[config.mk]
export PLATFORM = sky130hd
export DESIGN_NAME = serial_mag_comparator_flat
export DESIGN_NICKNAME = d
export VERILOG_FILES = /design/src/rtl/serial_mag_comparator_if.sv /design/src/rtl/serial_mag_comparator.sv /design/src/flat_wrapper.sv
export SDC_FILE = /design/constraint.sdc
export NUM_CORES = 1
export LEC_CHECK = 0
export BUFFER_PORTS_ARGS = -buffer_cell sky130_fd_sc_hd__buf_2
export CAP_MARGIN = 10
export CORE_MARGIN = 10
export CORE_UTILIZATION = 57
export CTS_CLUSTER_SIZE = 10
export DETAILED_ROUTE_END_ITERATION = 8
export PLACE_DENSITY = 0.82
export SKIP_CTS_REPAIR_TIMING = 1
export SYNTH_ARGS = -nofsm -noshare
export SYNTH_HDL_FRONTEND = slang
export SYNTH_SLANG_ARGS = --single-unit
[constraint.sdc]
create_clock -name clk -period 3.7 [get_ports clk]
set_clock_uncertainty 0.1 [all_clocks]
set_input_delay 1.11 -clock clk [delete_from_list [all_inputs] [get_ports clk]]
set_output_delay 1.11 -clock clk [all_outputs]
set_load 0.01 [all_outputs]
[src/rtl/serial_mag_comparator_if.sv]
// Handshake/data bundle for serial_mag_comparator: operands and start in, status and h/e/l result out.
interface serial_mag_comparator_if #(parameter int WIDTH = 8);
  logic             start;
  logic [WIDTH-1:0] a;
  logic [WIDTH-1:0] b;
  logic             busy;
  logic             done;
  logic             h;
  logic             e;
  logic             l;

  modport master (output start, a, b, input busy, done, h, e, l);
  modport slave  (input start, a, b, output busy, done, h, e, l);
endinterface

[src/rtl/serial_mag_comparator.sv]
// Serial MSB-first unsigned magnitude comparator, one bit per clock, h/e/l result with done strobe.
// Optional build macro SERIAL_CMP_EARLY_EXIT_EN: finish on the first differing bit.
module serial_mag_comparator #(
  parameter int WIDTH = 8
) (
  input logic                    clk,
  input logic                    rst_n,
  serial_mag_comparator_if.slave bus
);
  localparam int IW = (WIDTH > 1) ? $clog2(WIDTH) : 1;

  typedef enum logic [1:0] {IDLE, SCAN, DONE} state_t;

  state_t           state, state_nxt;
  logic [WIDTH-1:0] a_r, b_r;
  logic [IW-1:0]    idx;
  logic             decided, gt_r;
  logic             h_r, e_r, l_r;
  logic             accept, bit_diff, last, bit_gt;

  assign accept   = bus.start && (state != SCAN);
  assign bit_diff = a_r[idx] ^ b_r[idx];
  assign bit_gt   = a_r[idx];
  assign last     = (idx == '0);

  always_ff @(posedge clk) begin
    if (!rst_n) state <= IDLE;
    else        state <= state_nxt;
  end

  always_comb begin
    state_nxt = state;
    unique case (state)
      IDLE: if (bus.start) state_nxt = SCAN;
      SCAN: begin
`ifdef SERIAL_CMP_EARLY_EXIT_EN
        if (last || (!decided && bit_diff)) state_nxt = DONE;
`else
        if (last) state_nxt = DONE;
`endif
      end
      DONE:    state_nxt = bus.start ? SCAN : IDLE;
      default: state_nxt = IDLE;
    endcase
  end

  always_ff @(posedge clk) begin
    if (!rst_n) begin
      a_r     <= '0;
      b_r     <= '0;
      idx     <= '0;
      decided <= 1'b0;
      gt_r    <= 1'b0;
      h_r     <= 1'b0;
      e_r     <= 1'b0;
      l_r     <= 1'b0;
    end else if (accept) begin
      a_r     <= bus.a;
      b_r     <= bus.b;
      idx     <= IW'(WIDTH - 1);
      decided <= 1'b0;
      gt_r    <= 1'b0;
      h_r     <= 1'b0;
      e_r     <= 1'b0;
      l_r     <= 1'b0;
    end else if (state == SCAN) begin
      if (!decided && bit_diff) begin
        decided <= 1'b1;
        gt_r    <= bit_gt;
      end
      if (!last) idx <= idx - IW'(1);
      // Result must fold in the bit examined on the exit cycle itself.
      if (state_nxt == DONE) begin
        if (decided) begin
          h_r <= gt_r;
          l_r <= !gt_r;
        end else if (bit_diff) begin
          h_r <= bit_gt;
          l_r <= !bit_gt;
        end else begin
          e_r <= 1'b1;
        end
      end
    end
  end

  assign bus.busy = (state == SCAN);
  assign bus.done = (state == DONE);
  assign bus.h    = h_r;
  assign bus.e    = e_r;
  assign bus.l    = l_r;
endmodule

[src/flat_wrapper.sv]
// flat-port wrapper written by rule: the top's interface ports become plain ports
module serial_mag_comparator_flat 
#(
  parameter int WIDTH = 8
)
  (clk, rst_n, bus_start, bus_a, bus_b, bus_busy, bus_done, bus_h, bus_e, bus_l);
  serial_mag_comparator_if #(.WIDTH(WIDTH)) bus_i ();
  input logic clk;
  input logic rst_n;
  input wire logic [$bits(bus_i.start)-1:0] bus_start;
  input wire logic [$bits(bus_i.a)-1:0] bus_a;
  input wire logic [$bits(bus_i.b)-1:0] bus_b;
  output wire logic [$bits(bus_i.busy)-1:0] bus_busy;
  output wire logic [$bits(bus_i.done)-1:0] bus_done;
  output wire logic [$bits(bus_i.h)-1:0] bus_h;
  output wire logic [$bits(bus_i.e)-1:0] bus_e;
  output wire logic [$bits(bus_i.l)-1:0] bus_l;
  assign bus_i.start = bus_start;
  assign bus_i.a = bus_a;
  assign bus_i.b = bus_b;
  assign bus_busy = bus_i.busy;
  assign bus_done = bus_i.done;
  assign bus_h = bus_i.h;
  assign bus_e = bus_i.e;
  assign bus_l = bus_i.l;
  serial_mag_comparator #(.WIDTH(WIDTH)) u_core (.clk(clk), .rst_n(rst_n), .bus(bus_i));
endmodule
* After elaboration in Yosys (flattened, before gate mapping)
Index checks and enable logic that the tools add are counted.
** Word-level totals
- Register bits after elaboration :: 26
- Latch bits :: 0
- RAM bits :: 0
- ROM bits :: 0
- Input bits :: 19
- Memories :: 0
** Cells by class
- Add/subtract/negate cells :: 1
- Multiply operators :: 0
- Divide/modulo/power cells :: 0
- Order comparisons :: 1
- Equality and inequality tests :: 5
- Shifts and indexed selects :: 0
- Mux-type cells :: 15
- Bitwise gates (word level) :: 4
- Reductions and logical operators :: 14
** Operator list (count)
- $mux W3 :: 3
- $mux W1 :: 7
- $bmux W1 S3 :: 2
- $pmux W2 S3 :: 1
- $eq A2 B2 Y1 const B :: 2
- $lt A3 B4 Y1 const B :: 1
- $mux W2 :: 2
- $ne A2 B1 Y1 const B :: 2
- $reduce_and A2 Y1 :: 2
- $reduce_and A4 Y1 :: 1
- $reduce_bool A2 Y1 :: 2
- $logic_not A1 Y1 :: 3
- $logic_not A3 Y1 :: 1
- $not A1 Y1 :: 3
- $reduce_and A3 Y1 :: 1
- $sub A3 B1 Y3 const B :: 1
- $eq A2 B1 Y1 const B :: 1
- $logic_and A1 B1 Y1 :: 2
- $logic_not A2 Y1 :: 1
- $reduce_or A2 Y1 :: 1
- $xor A1 B1 Y1 :: 1

* Depth between registers and ports, before layout
- Word-level depth :: 5
- Mapped depth :: 7
- Mapped depth without buffers :: 6

* Worst setup path after synthesis
Ideal clock, no wire load.
- Kind :: in2reg
- Start point :: input port bus_start
- End point :: register u_core.a_r[7]
- Library setup time :: 0.070 ns
- Arrival time :: 1.960 ns
- Setup slack :: 1.569 ns
- Stages :: 5
- Cell sequence :: inv_1 -> nor2_1 -> clkbuf_1 -> nand2_1 -> a21oi_1
** On the way
- Word-level cells in the longest chain between the ends :: 1
** Ends and longest elaborated chain
- from (decl) :: RTL line flat_wrapper.sv:10 : input wire logic [$bits(bus_i.start)-1:0] bus_start;
- $logic_and A1 B1 Y1 :: RTL line serial_mag_comparator.sv:21 : assign accept = bus.start && (state != SCAN);
- to (signal assigned) :: RTL line serial_mag_comparator.sv:58 : a_r <= bus.a;
- to (decl) :: RTL line serial_mag_comparator.sv:15 : logic [WIDTH-1:0] a_r, b_r;
Every way passes these cells.
A chain may end at the register's enable or synchronous reset.

* Worst setup path after layout
- Start point :: register u_core.state[1]
- End point :: output port bus_busy
** On the way
- Word-level cells in the longest chain between the ends :: 1
** Ends and longest elaborated chain
- from (decl) :: RTL line serial_mag_comparator.sv:14 : state_t state, state_nxt;
- from (signal assigned) :: RTL line serial_mag_comparator.sv:28 : else state <= state_nxt;
- $eq A2 B1 Y1 :: RTL line serial_mag_comparator.sv:87 : assign bus.busy = (state == SCAN);
- to (decl) :: RTL line flat_wrapper.sv:13 : output wire logic [$bits(bus_i.busy)-1:0] bus_busy;
Every way passes these cells.

==> results.json <==
{
  "route.met2.wl_mm": 1.25,
  "worstMarginPinSlew_ns": 0.646,
  "pin_count": 24,
  "cts_max_path_buffers": 2,
  "r2r_cells": 4,
  "netlist.area_leader.share_pct": 43.3,
  "clkSinkCount": 26,
  "syn_to_final_growth_pct": 12.0,
  "synthAdderAreaFrac_pct": 2.08,
  "highest_layer": "met4",
  "routed_wl_mm": 2.54,
  "antenna_found_initial": 0,
  "relSlewSlack_pct": 56.9,
  "synth_compound_area_share_pct": 16.3,
  "tritoncts": "yes",
  "grt_pass1_vias": 1043,
  "leakage_nw": 0.561,
  "cts.clk_slew.worst_paths_ns": 0.12,
  "cpLargestDelayFamily": "flip-flops",
  "grt_pass1_wl_mm": 4.42,
  "rsz0062_at_grt": "false",
  "overflow": 0,
  "post-route-util_pct": 67.9,
  "diodes": 0,
  "synth_top_family_by_area": "simple AND/OR/NAND/NOR gates",
  "die_x_um": 65.9,
  "ff_latch_area_um2": 520,
  "fmax_mhz": 416,
  "vias": 1015,
  "synth_top_area_cell": "dfxtp_1",
  "num_rows": 16,
  "hold_viol_final": 0,
  "crit_buf_inv": 2,
  "clk_latency_ns": 0.32,
  "dieArea_um2": 4350,
  "critPathRequiredTime_ns": 2.49,
  "wl_per_cell_um": 13.8,
  "viasPerCell": 5.52,
  "drtIter0Drc": 35,
  "wl_met3_um": 143,
  "place.detailed.hpwl_mm": 1.86,
  "cellPowerDensity_nw_per_um2": 409,
  "layout-drive-gt1-share_pct": 22.9,
  "core-area_um2": 1980,
  "ys_ff_latch": 26,
  "ys_types": 32,
  "synth-xor-area-share_pct": 1.46,
  "critPathArrivalTime_ns": 1.19,
  "io_buffers": 23,
  "path_class": "flip-flop to primary output",
  "drt_pass1_iterations": 4,
  "met1Wirelength_mm": 1.08,
  "cp_slowest_cell": "dfxtp_1",
  "dieHeight_um": 65.9,
  "path_depth": 3,
  "muxShareOfSynthArea_pct": 12.8,
  "netlist_area_um2": 1200,
  "cp-start-kind": "flip-flop",
  "outcome": "complete, no violations",
  "period_minus_slack_ns": 2.40,
  "cts_max_level": 1,
  "grt_usage_pct": 12.7,
  "synthSimpleGateAreaFrac_pct": 19.3,
  "total_power_mw": 0.550,
  "start_util_pct": 60.7,
  "fin_tns_setup_ns": 0,
  "fin_nets": 180,
  "nFillCells": 172,
  "grt_max_degree": 22,
  "postSynthCellCount": 137,
  "post-route-period-util_pct": 64.9,
  "finalSetupViolCount": 0,
  "multi_input_area_um2": 624,
  "peakVddDrop_mv": 0.272,
  "drc_errors": 0,
  "hold_depth": 2,
  "slew_violations": 0,
  "cts_made_buffers": 3,
  "place.gp.congestion": 0.857,
  "synthTopCellsByArea": "dfxtp_1 (43%), nand2_1 (11%), a21oi_1 (9.2%), mux4_2 (7.5%), mux2i_1 (2.5%)",
  "max_stage_delay_ns": 0.35,
  "syn_area_per_cell_um2": 8.78,
  "cp-end-kind": "primary output",
  "synth.net_count": 158,
  "yosysWarnings": 0,
  "worstHoldPathType": "flip-flop to flip-flop",
  "drtAntennaViolNets": 0,
  "critPathMaxFanout": 7,
  "ys_seq_area_share_pct": 43.3,
  "crit_chain": "nand2b_1, inv_2, buf_2",
  "cts_root_buffer": "clkbuf_4",
  "max_cap_viol_count": 0
}
state kept, by name, indices dropped and copies added, names as in the netlist:
| register | flops |
|---|---|
| u_core.bus.h | 1 |
| u_core.gt_r | 1 |
| u_core.bus.e | 1 |
| u_core.decided | 1 |
| u_core.b_r | 8 |
| u_core.idx | 3 |
| u_core.state | 2 |
| u_core.a_r | 8 |
| u_core.bus.l | 1 |
path summary, 6_finish.rpt:
kind                                               endpoint  slack [ns]                        from
worst min-delay path             u_core.a_r[4]$_SDFFE_PN0P_        0.36  u_core.a_r[4]$_SDFFE_PN0P_
worst min register to register   u_core.a_r[4]$_SDFFE_PN0P_        0.36  u_core.a_r[4]$_SDFFE_PN0P_
worst max-delay path                               bus_busy        1.30  u_core.state[1]$_SDFF_PN0_
worst max register to register  u_core.decided$_SDFFE_PP0P_        1.68  u_core.idx[0]$_SDFFE_PN0P_
cell type report:
class,instances,share of cell area [%]
Tap cell,27,2.51
Inverter,6,1.67
Multi-Input combinational cell,98,46.4
Timing Repair Buffer,24,9.11
Sequential cell,26,38.7
Clock buffer,3,1.67
metrics by stage:
step / setup slack (ns) / cell area, um2 / hold slack, ns / std cells
after floorplan: 1.57 / 1200 / 0.333 / 137
after global placement: 1.39 / 1320 / 0.338 / 181
after detailed placement: 1.33 / 1320 / 0.344 / 181
after CTS: 1.29 / 1350 / 0.362 / 184
after global routing: 1.19 / 1350 / 0.385 / 184
final: 1.30 / 1350 / 0.360 / 184
where the power goes:
part           switching [mW]  internal [mW]
logic                  0.0651         0.0541
clock network          0.0771         0.0381
registers              0.0167          0.299
worst reg2reg max path, stage by stage (launching register included):
cell and delay (ns):
dfxtp_1 0.55, mux4_2 0.57, mux2_2 0.32, xnor2_1 0.16, a31o_1 0.23
placed cells by master, fill, tap and decap left out, types with 2 or more instances in the layout:
cell type,count
a211oi_1,2
a21oi_1,22
buf_2,23
clkbuf_4,3
dfxtp_1,26
ha_1,2
inv_1,5
mux2i_1,3
mux4_2,4
nand2_1,34
nand2b_1,2
nand3_1,2
nor2_1,7
nor3_1,3
xnor2_1,2
kinds of logic (layout without fill, tap and decap cells):
kind of cell / Yosys count / in the layout
and+or+nand+nor: 53 / 53
AOI/OAI and AO/OA: 32 / 32
muxes: 9 / 9
xor gates and xnor gates: 2 / 2
DFF: 26 / 26
buffers and inverters: 13 / 33
adders and majority gates: 2 / 2
cells in the mapped netlist:
cell,n
nand2_1,34
dfxtp_1,26
a21oi_1,22
nor2_1,7
clkbuf_1,5
inv_1,5
mux4_2,4
mux2i_1,3
nor3_1,3
a211oi_1,2
ha_1,2
nand2b_1,2
nand3_1,2
xnor2_1,2
a311o_1,1
a31o_1,1
and3_1,1
and4bb_2,1
buf_2,1
buf_6,1
inv_2,1
mux2_2,1
mux2i_4,1
nor2b_1,1
nor4_1,1
nor4b_1,1
o211ai_1,1
o21a_1,1
o21ai_0,1
o311ai_0,1
o31ai_1,1
o41ai_2,1
metal layers:
layer | up-vias | track usage (%)
li1 | 517 | -
met1 | 464 | 13.7
met2 | 27 | 21.5
met3 | 7 | 3.90
met4 | 0 | 6.81
met5 | - | 0
Note: power is estimated with default switching activity, not from simulation.
